--- src/rtl/freeplay_sequencer_if.sv ---
// Key/switch inputs and buzzer/LED outputs of the free-play sequencer.
// master drives the keys; slave is the sequencer.
interface freeplay_sequencer_if #(
    parameter int NOTE_KEYS = 7,
    parameter int LEN_KEYS  = 4,
    parameter int OCT_W     = 2
);
    logic                 en;
    logic                 oct_up;
    logic                 oct_down;
    logic [NOTE_KEYS-1:0] note_key;
    logic [LEN_KEYS-1:0]  length_key;
    logic [OCT_W-1:0]     octave;
    logic [NOTE_KEYS-1:0] led;
    logic                 buzzer;
    logic                 busy;
    logic                 overflow;

    modport master (
        output en, oct_up, oct_down, note_key, length_key,
        input  octave, led, buzzer, busy, overflow
    );

    modport slave (
        input  en, oct_up, oct_down, note_key, length_key,
        output octave, led, buzzer, busy, overflow
    );
endinterface

--- src/rtl/freeplay_sequencer.sv ---
// Free-play sequencer: key hits -> event FIFO -> timed square-wave note with LED.
// Define FREEPLAY_HOLD_EN to keep a note sounding until its key is released.
module freeplay_sequencer #(
    parameter int CLK_HZ     = 100_000_000,
    parameter int NOTE_KEYS  = 7,
    parameter int OCTAVES    = 3,
    parameter int LEN_KEYS   = 4,
    parameter int FIFO_DEPTH = 4,
    parameter int UNIT_MS    = 125,
    parameter int GAP_MS     = 20
) (
    input logic                 clk,
    input logic                 rst,
    freeplay_sequencer_if.slave bus
);
    localparam int OW       = (OCTAVES > 1) ? $clog2(OCTAVES) : 1;
    localparam int NW       = (NOTE_KEYS > 1) ? $clog2(NOTE_KEYS) : 1;
    localparam int LW       = (LEN_KEYS > 1) ? $clog2(LEN_KEYS) : 1;
    localparam int AW       = $clog2(FIFO_DEPTH);
    localparam int EW       = OW + NW + LW;
    localparam int UNIT_CYC = CLK_HZ / 1000 * UNIT_MS;
    localparam int GAP_CYC  = CLK_HZ / 1000 * GAP_MS;
    localparam int DUR_MAX  = UNIT_CYC * LEN_KEYS;
    localparam int CNT_MAX  = (DUR_MAX > GAP_CYC) ? DUR_MAX : GAP_CYC;
    localparam int DW       = $clog2(CNT_MAX + 1);
    localparam int TW       = $clog2(CLK_HZ / 524 + 1);
    // Half tone periods at the base octave, C..B (last entry pads the index range)
    localparam int HALF [8] = '{
        CLK_HZ / 524, CLK_HZ / 588, CLK_HZ / 660, CLK_HZ / 698,
        CLK_HZ / 784, CLK_HZ / 880, CLK_HZ / 988, CLK_HZ / 988
    };
    localparam logic [DW-1:0] GAP_LAST = DW'(GAP_CYC - 1);

    typedef enum logic [1:0] {IDLE, LOAD, PLAY, GAP} state_e;

    state_e               state_q, state_d;
    logic [NOTE_KEYS-1:0] note_cur_q, note_prev_q;
    logic [LEN_KEYS-1:0]  len_cur_q;
    logic                 up_cur_q, up_prev_q, dn_cur_q, dn_prev_q;
    logic [OW-1:0]        oct_q, oct_d;
    logic [EW-1:0]        mem_q [FIFO_DEPTH];
    logic [AW:0]          wp_q, wp_d, rp_q, rp_d;
    logic                 ovf_q, ovf_d;
    logic [EW-1:0]        ev_q, ev_d;
    logic [DW-1:0]        cnt_q, cnt_d;
    logic [TW-1:0]        tcnt_q, tcnt_d;
    logic                 buzz_q, buzz_d;

    logic [NOTE_KEYS-1:0] note_edge;
    logic                 hit, up_e, dn_e, empty, full, push, pop;
    logic [NW-1:0]        hit_idx;
    logic [LW-1:0]        hit_len;
    logic [LW-1:0]        ev_len;
    logic [NW-1:0]        ev_note;
    logic [OW-1:0]        ev_oct;
    logic [DW-1:0]        dur_last;
    logic [TW-1:0]        tone_last;
    logic                 dur_done, play_done;

    assign ev_len  = ev_q[LW-1:0];
    assign ev_note = ev_q[LW +: NW];
    assign ev_oct  = ev_q[LW+NW +: OW];

    assign dur_last  = DW'((int'(ev_len) + 1) * UNIT_CYC - 1);
    assign tone_last = TW'((HALF[ev_note] >> ev_oct) - 1);
    assign dur_done  = (cnt_q == dur_last);
`ifdef FREEPLAY_HOLD_EN
    assign play_done = dur_done && !note_cur_q[ev_note];
`else
    assign play_done = dur_done;
`endif

    assign note_edge = note_cur_q & ~note_prev_q & {NOTE_KEYS{bus.en}};
    assign hit  = |note_edge;
    assign up_e = up_cur_q & ~up_prev_q & bus.en;
    assign dn_e = dn_cur_q & ~dn_prev_q & bus.en;

    always_comb begin
        hit_idx = '0;
        for (int i = NOTE_KEYS - 1; i >= 0; i--) begin
            if (note_edge[i]) hit_idx = NW'(i);
        end
        hit_len = '0;
        for (int i = 0; i < LEN_KEYS; i++) begin
            if (len_cur_q[i]) hit_len = LW'(i);
        end
    end

    always_comb begin
        oct_d = oct_q;
        if (up_e && !dn_e && oct_q != OW'(OCTAVES - 1)) begin
            oct_d = oct_q + OW'(1);
        end else if (dn_e && !up_e && oct_q != '0) begin
            oct_d = oct_q - OW'(1);
        end
    end

    assign empty = (wp_q == rp_q);
    assign full  = (wp_q[AW] != rp_q[AW]) && (wp_q[AW-1:0] == rp_q[AW-1:0]);
    assign pop   = (state_q == LOAD);
    assign push  = hit && (!full || pop);

    always_comb begin
        wp_d  = push ? wp_q + (AW+1)'(1) : wp_q;
        rp_d  = pop ? rp_q + (AW+1)'(1) : rp_q;
        ovf_d = hit && full && !pop;
        if (!bus.en) begin
            wp_d = '0;
            rp_d = '0;
        end
    end

    always_comb begin
        state_d = state_q;
        ev_d    = ev_q;
        cnt_d   = cnt_q;
        tcnt_d  = tcnt_q;
        buzz_d  = buzz_q;
        unique case (state_q)
            IDLE: if (!empty) state_d = LOAD;
            LOAD: begin
                ev_d    = mem_q[rp_q[AW-1:0]];
                cnt_d   = '0;
                tcnt_d  = '0;
                state_d = PLAY;
            end
            PLAY: begin
                if (tcnt_q == tone_last) begin
                    tcnt_d = '0;
                    buzz_d = ~buzz_q;
                end else begin
                    tcnt_d = tcnt_q + TW'(1);
                end
                // Held past the minimum duration the counter parks on its last value
                if (play_done) begin
                    state_d = GAP;
                    cnt_d   = '0;
                end else if (!dur_done) begin
                    cnt_d = cnt_q + DW'(1);
                end
            end
            GAP: begin
                if (cnt_q == GAP_LAST) begin
                    state_d = empty ? IDLE : LOAD;
                end else begin
                    cnt_d = cnt_q + DW'(1);
                end
            end
            default: state_d = IDLE;
        endcase
        if (!bus.en) state_d = IDLE;
        if (state_d != PLAY) buzz_d = 1'b0;
    end

    always_ff @(posedge clk) begin
        if (rst) begin
            note_cur_q  <= '0;
            note_prev_q <= '0;
            len_cur_q   <= '0;
            up_cur_q    <= 1'b0;
            up_prev_q   <= 1'b0;
            dn_cur_q    <= 1'b0;
            dn_prev_q   <= 1'b0;
            oct_q       <= OW'(OCTAVES / 2);
            wp_q        <= '0;
            rp_q        <= '0;
            ovf_q       <= 1'b0;
            state_q     <= IDLE;
            ev_q        <= '0;
            cnt_q       <= '0;
            tcnt_q      <= '0;
            buzz_q      <= 1'b0;
        end else begin
            note_cur_q  <= bus.note_key;
            note_prev_q <= note_cur_q;
            len_cur_q   <= bus.length_key;
            up_cur_q    <= bus.oct_up;
            up_prev_q   <= up_cur_q;
            dn_cur_q    <= bus.oct_down;
            dn_prev_q   <= dn_cur_q;
            oct_q       <= oct_d;
            wp_q        <= wp_d;
            rp_q        <= rp_d;
            ovf_q       <= ovf_d;
            state_q     <= state_d;
            ev_q        <= ev_d;
            cnt_q       <= cnt_d;
            tcnt_q      <= tcnt_d;
            buzz_q      <= buzz_d;
        end
    end

    always_ff @(posedge clk) begin
        if (push) mem_q[wp_q[AW-1:0]] <= {oct_q, hit_idx, hit_len};
    end

    assign bus.octave   = oct_q;
    assign bus.led      = (state_q == PLAY) ? NOTE_KEYS'(1) << ev_note : '0;
    assign bus.buzzer   = buzz_q;
    assign bus.busy     = (state_q != IDLE) || !empty;
    assign bus.overflow = ovf_q;
endmodule

--- src/flat_wrapper.sv ---
// flat-port wrapper written by rule: the top's interface ports become plain ports
module freeplay_sequencer_flat 
#(
    parameter int CLK_HZ     = 100_000_000,
    parameter int NOTE_KEYS  = 7,
    parameter int OCTAVES    = 3,
    parameter int LEN_KEYS   = 4,
    parameter int FIFO_DEPTH = 4,
    parameter int UNIT_MS    = 125,
    parameter int GAP_MS     = 20
)
  (clk, rst, bus_en, bus_oct_up, bus_oct_down, bus_note_key, bus_length_key, bus_octave, bus_led, bus_buzzer, bus_busy, bus_overflow);
  freeplay_sequencer_if #(.NOTE_KEYS(NOTE_KEYS), .LEN_KEYS(LEN_KEYS), .OCT_W(2)) bus_i ();
  input logic clk;
  input logic rst;
  input wire logic [$bits(bus_i.en)-1:0] bus_en;
  input wire logic [$bits(bus_i.oct_up)-1:0] bus_oct_up;
  input wire logic [$bits(bus_i.oct_down)-1:0] bus_oct_down;
  input wire logic [$bits(bus_i.note_key)-1:0] bus_note_key;
  input wire logic [$bits(bus_i.length_key)-1:0] bus_length_key;
  output wire logic [$bits(bus_i.octave)-1:0] bus_octave;
  output wire logic [$bits(bus_i.led)-1:0] bus_led;
  output wire logic [$bits(bus_i.buzzer)-1:0] bus_buzzer;
  output wire logic [$bits(bus_i.busy)-1:0] bus_busy;
  output wire logic [$bits(bus_i.overflow)-1:0] bus_overflow;
  assign bus_i.en = bus_en;
  assign bus_i.oct_up = bus_oct_up;
  assign bus_i.oct_down = bus_oct_down;
  assign bus_i.note_key = bus_note_key;
  assign bus_i.length_key = bus_length_key;
  assign bus_octave = bus_i.octave;
  assign bus_led = bus_i.led;
  assign bus_buzzer = bus_i.buzzer;
  assign bus_busy = bus_i.busy;
  assign bus_overflow = bus_i.overflow;
  freeplay_sequencer #(.CLK_HZ(CLK_HZ), .NOTE_KEYS(NOTE_KEYS), .OCTAVES(OCTAVES), .LEN_KEYS(LEN_KEYS), .FIFO_DEPTH(FIFO_DEPTH), .UNIT_MS(UNIT_MS), .GAP_MS(GAP_MS)) u_core (.clk(clk), .rst(rst), .bus(bus_i));
endmodule
--- config.mk ---
export PLATFORM = sky130hd
export DESIGN_NAME = freeplay_sequencer_flat
export DESIGN_NICKNAME = d
export VERILOG_FILES = /design/src/rtl/freeplay_sequencer_if.sv /design/src/rtl/freeplay_sequencer.sv /design/src/flat_wrapper.sv
export SDC_FILE = /design/constraint.sdc
export NUM_CORES = 1
export LEC_CHECK = 0
export CAP_MARGIN = 10
export CORE_MARGIN = 1.5
export CORE_UTILIZATION = 55
export DETAILED_ROUTE_END_ITERATION = 12
export PLACE_DENSITY = 0.76
export SLEW_MARGIN = 20
export SYNTH_ARGS = -nofsm -noshare
export SYNTH_HDL_FRONTEND = slang
export SYNTH_SLANG_ARGS = --single-unit
--- constraint.sdc ---
create_clock -name clk -period 8.8 [get_ports clk]
set_input_delay 0.88 -clock clk [delete_from_list [all_inputs] [get_ports clk]]
set_output_delay 0.88 -clock clk [all_outputs]
set_load 0.01 [all_outputs]
# Yosys cells after proc, flatten, opt, wreduce, memory -nomap -nowiden
# Memories as Yosys holds them, arrays and structs flattened. A register that Yosys moved wholly into a read port is not among the register bits.
# Cells that the tools add are included.
totals:
  register_bits: 78
  latch_bits: 0
  mem_bits_rw: 28
  mem_bits_ro: 256
  inputBits: 16
  out_inout_bits: 12
  elab_cells: 108
  memories: 2
mem_list:
  columns: ["name", "words", "width", "read_ports", "rd_ports_with_merged_regs", "write_ports", "line", "rtl"]
  rows:
  - ["(no name shown)", 8, 32, 1, 0, 0, "freeplay_sequencer.sv:65", "assign tone_last = TW'((HALF[ev_note] >> ev_oct) - 1);"]
  - ["u_core.mem_q", 4, 7, 1, 1, 1, "freeplay_sequencer.sv:41", "logic [EW-1:0] mem_q [FIFO_DEPTH];"]
op_classes:
  addsub: 9
  mul: 1
  div: 0
  n_lt_le_gt_ge: 1
  n_eq_ne: 12
  shift: 2
  muxes: 28
  bitwise_logic: 12
  reduce_logical: 26
ops:
  columns: ["operator", "n"]
  rows:
  - ["$pmux 26 s3", 1]
  - ["$mux 32", 2]
  - ["$mux 26", 2]
  - ["$pmux 18 s2", 1]
  - ["$mul 32x20->21 const B", 1]
  - ["$shr 32x2->18", 1]
  - ["$add 26x1->26 const B", 1]
  - ["$eq 26x21->1 const B", 1]
  - ["$eq 26x26->1", 1]
  - ["$sub 26x2->26 const B", 1]
  - ["$mux 3", 7]
  - ["$add 18x1->18 const B", 1]
  - ["$eq 18x18->1", 1]
  - ["$mux 18", 1]
  - ["$sub 18x2->18 const B", 1]
  - ["$mux 2", 8]
  - ["$and 7x7->7", 2]
  - ["$logic_and 1x1->1", 8]
  - ["$pmux 2 s4", 1]
  - ["$reduce_bool 2->1", 4]
  - ["$mux 7", 1]
  - ["$not 7->7", 1]
  - ["$reduce_or 7->1", 1]
  - ["$shl 1x3->7 const A", 1]
  - ["21 further kinds", 41]

# Logic depth before layout (Yosys ltp)
depth:
  ltp_word: 10
  ltp_mapped: 17
  depth_no_buf: 15

# Least setup slack after synthesis
# No wires, ideal clock.
synth_path:
  path_type: "register -> register"
  startpoint: "reg u_core.ev_q[3], read port of u_core.mem_q"
  endpoint: "reg u_core.tcnt_q[17]"
  setup_ns: 0.132
  arrival_ns: 3.224
  required_time_ns: 8.668
  path_slack_ns: 5.444
  path_stages_with_launch: 18
  n_path_buf: 2
  synth_period_minus_slack_ns: 3.356
  path_cell_list: "dfxtp_1 > inv_1 > ha_1 > buf_4 > nand2_1 > a21oi_1 > o31ai_1 > inv_1 > ha_1 > nor2b_1 > o311ai_0 > o22a_1 > or4_1 > nand4_1 > o2111ai_2 > buf_2 > a32oi_1 > a21oi_1"
synth_via:
  elab_chain_cells: 9
synth_rtl:
  columns: ["element", "line", "rtl"]
  rows:
  - ["start: declaration", "freeplay_sequencer.sv:44", "logic [EW-1:0] ev_q, ev_d;"]
  - ["$not 3->4 (not written as such)", "freeplay_sequencer.sv:65", null]
  - ["$mem_v2 8x32", null, null]
  - ["$mux 32 (not written as such) (2 in a row)", "freeplay_sequencer.sv:65", null]
  - ["$shr 32x2->18", "freeplay_sequencer.sv:65", null]
  - ["$sub 18x2->18", "freeplay_sequencer.sv:65", null]
  - ["$eq 18x18->1", "freeplay_sequencer.sv:128", "if (tcnt_q == tone_last) begin"]
  - ["$mux 18", "freeplay_sequencer.sv:128", null]
  - ["$pmux 18 s2", "freeplay_sequencer.sv:119", "unique case (state_q)"]
  - ["end signal: assignment", "freeplay_sequencer.sv:188", "tcnt_q <= tcnt_d;"]
  - ["end: declaration", "freeplay_sequencer.sv:46", "logic [TW-1:0] tcnt_q, tcnt_d;"]
# No other way between the ends. The select of a mux whose other input is x is not followed.
# A chain may end at the register's enable or synchronous reset.

# Final worst setup path
layout_path:
  startpoint: "reg u_core.ev_q[3], read port of u_core.mem_q"
  endpoint: "reg u_core.tcnt_q[13]"
# Same word-level chain as after synthesis.

==> metrics.txt <==
status finished clean; Area contributors post-synth dfxtp_1 (25%), edfxtp_1 (13%), ha_1 (5.7%), xor2_1 (5.0%), nor2_1 (4.1%); Worst Hold Class reg2reg; Initial Utilization around 57%; syn_area_per_cell about 9.1 µm²; Setup crit end u_core.tcnt_q[13]; Post-CTS Resized 0; clk root buf clkbuf_16; syn_nets around 780; top_reg_cell synth dfxtp_1; drt wl/cell about 16 µm; async set-reset flop share out of synthesis 0%; count leader, synth dfxtp_1; Pre-antenna DRT Iters 5; IO Port Bufs 26; Max Slew Vio Count 0; # H-tree levels 3; Max-Cap Viols 0; Final setup viols 0; die area between 10000 and 15000 µm²; Startpoint Class flip-flop; crit-path max FO 18; RR Endpoint u_core.tcnt_q[13]; residual DRC count 0; skew final 0.0110 ns; Core Region around 12000 µm²; clk slew on worst S/H paths ~0.080 ns; register-to-register setup slack about 4.1 ns; RSZ-0062 raised after global routing no; Final Util between 60% and 70%; Worst Setup SP u_core.ev_q[3]; Mapped Area between 6000 and 7000 µm²; Detail Placement HPWL just under 10000 µm; Post-synth top cells dfxtp_1 (84), nor2_1 (72), nand2_1 (49); max incr delay on CP between 0.7 and 0.8 ns; # IOs 28; Hold Path Origin u_core.note_cur_q[0]; via count around 5.2k; total CTS buffers 9; CTS tree done; M3 GR Usage approximately 4%; antenna cells 0; register area share after synthesis around two fifths; Final ANT Viol Nets 0; R2R depth 15; Worst Path Class, Setup reg2reg; routability cong. 0.908; cts hold-fix bufs 0; gr usage total between 20% and 30%; Fin. Hold Viols 0; Yosys top cell area share 25.5%; post-CTS setup repair buffer count 0; final WL roughly 14000 µm; register bit count reported by yosys ~110; clk sinks between 100 and 150; M2 GR Usage around two fifths; Yosys cell types 72; setup ws final 4.14 ns; setup_tns 0 ns; fillers about 970; WP data required between 8 and 9 ns; EDFF count, synth 28; crit path DAT roughly 4.9 ns; met1 Use GR between 20% and 30%; Syn-to-layout area delta 8.68%; fin crit share a little over half; Cell Pwr Density 148 nW/µm²; Starting DRT DRC Count between 300 and 400; CP max stage cell dfxtp_1; worst-margin pin slew roughly 0.96 ns; largest net degree at the start of global routing 57; Final #Nets about 780; initial antenna violation count 0; placed cell area a little under 7000 µm²; CP Capture Type flip-flop; Hold Slack 0.460 ns; GRT Max-Usage Layer met2; share of layout cells above drive strength 1 under 10%; Worst-Skew Late Latency around 0.35 ns; Std-Cell Rows 39; Syn Inst Count around 730; first-pass GRT wire length around 23000 µm; maximum clock insertion buffer count 2; vias in the first global route around 4.9k; Die H 113 µm; Max IR drop VDD between 0.1 and 0.15 mV; chip width about 110 µm; Design Area, Final 7170 µm²; crit path cell chain inv_1 > ha_1 > and2_4 > o31ai_2 > o31ai_1 > inv_1 > ha_1 > nor2b_1 > o311ai_0 > o22a_1 > or4_1 > nand4_1 > o2111ai_2 > a21oi_2 > nor3_1; reg2reg start u_core.ev_q[3]; leakage approximately 2.5 nW; min Tclk post-route around 4.7 ns; Slew HR 36.2%; leading area contributor after synthesis dfxtp_1; grt ovf 0; YS warnings 0; routed vias/inst ~6; Place WS between 4 and 5 ns; Max Freq 215 MHz
[layer usage]
metal	wire (µm)	vias to the layer above	share of wire, %
li1	-	2593	-
met1	6110	2520	45
met2	6840	108	50
met3	488	17	3.6
met4	218	0	1.6
met5	0	-	0
[where the power goes]
group	internal [mW]	switching [mW]	total, mW
clock	0.202	0.204	0.406
sequential	0.539	0.0104	0.549
combinational	0.0461	0.0611	0.107
total	0.787	0.276	1.06
[state kept, by name, summed over array words and instances (netlist names)]
name and count:
u_core.bus.buzzer 1, u_core.bus.octave 2, u_core.bus.overflow 1, u_core.cnt_q 26
u_core.dn_cur_q 1, u_core.dn_prev_q 1, u_core.ev_q 7, u_core.len_cur_q 3
u_core.mem_q 28, u_core.note_cur_q 7, u_core.note_prev_q 7, u_core.rp_q 3
u_core.state_q 2, u_core.tcnt_q 18, u_core.up_cur_q 1, u_core.up_prev_q 1
u_core.wp_q 3
[final cells by class]
type                            instances  area, µm²  share of cell area (%)
Timing Repair Buffer                   29        278                    3.87
Sequential cell                       112       2520                    35.2
Tap cell                              143        179                    2.49
Clock buffer                            9        225                    3.14
Multi-Input combinational cell        545       3780                    52.7
Inverter                               32        120                    1.67
Clock inverter                          7       72.6                    1.01
[critical path, delay by kind of cell (launching register included)]
family	cells	cell delay, ns
adder cells (fa/ha/maj)	2	0.58
AO/OA/AOI/OAI	6	1.67
AND/OR/NAND/NOR	5	1.17
flip-flops	1	0.73
buffers and inverters	2	0.34
[placed cells by master, fill, tap and decap left out, types with 4 or more instances in the layout]
cell type	Yosys	layout
edfxtp_1	28	28
clkdlybuf4s50_1	0	25
clkbuf_16	0	9
and3_1	25	25
and2_1	7	7
or3_1	4	4
or2_2	4	4
o211ai_1	9	9
xnor2_1	29	29
nand4_1	17	17
nor2_1	72	72
nand2_1	49	49
o21a_1	6	6
a221oi_1	4	4
xor2_1	38	38
ha_1	30	30
nor3_1	26	26
a21oi_1	30	30
nand3_1	17	17
nor4_1	4	4
nand2b_1	16	16
inv_1	30	30
nor2b_1	26	26
dfxtp_1	84	84
mux4_2	8	8
o2111ai_1	4	4
mux2i_1	18	18
o22ai_1	4	4
nor3b_1	6	6
a31oi_1	6	6
o31ai_1	4	4
o21ai_0	20	20
nand3b_1	5	5
a211oi_1	5	5
[per-stage QoR]
step	total power, mW	cells
after global routing	1.10	877
after detailed placement	0.667	861
final	1.06	877
after CTS	1.07	877
after global placement	0.662	861
after floorplan	0.639	729
[logic make-up (layout without fill, tap and decap cells)]
kind of cell | after synthesis | after routing | share of synthesized area, %
other | 1 | 1 | 0.0568
DFF | 112 | 112 | 38.2
muxes | 27 | 27 | 5.63
xor gates and xnor gates | 68 | 68 | 9.25
AOI/OAI and AO/OA | 125 | 125 | 13.4
and+or+nand+nor | 294 | 294 | 23.2
buffers and inverters | 72 | 77 | 4.57
adders and majority gates | 30 | 30 | 5.69
[worst min path at each step]
stage                     depth (start not counted)                    end  slack, ns
after CTS                                         2  u_core.note_prev_q[0]       0.46
after floorplan                                   1  u_core.note_prev_q[4]       0.43
final                                             2  u_core.note_prev_q[0]       0.46
after global placement                            1       u_core.up_prev_q       0.44
after global routing                              1  u_core.note_prev_q[2]       0.49
after detailed placement                          2  u_core.note_prev_q[0]       0.45
Power figures use the tool's default switching activity.
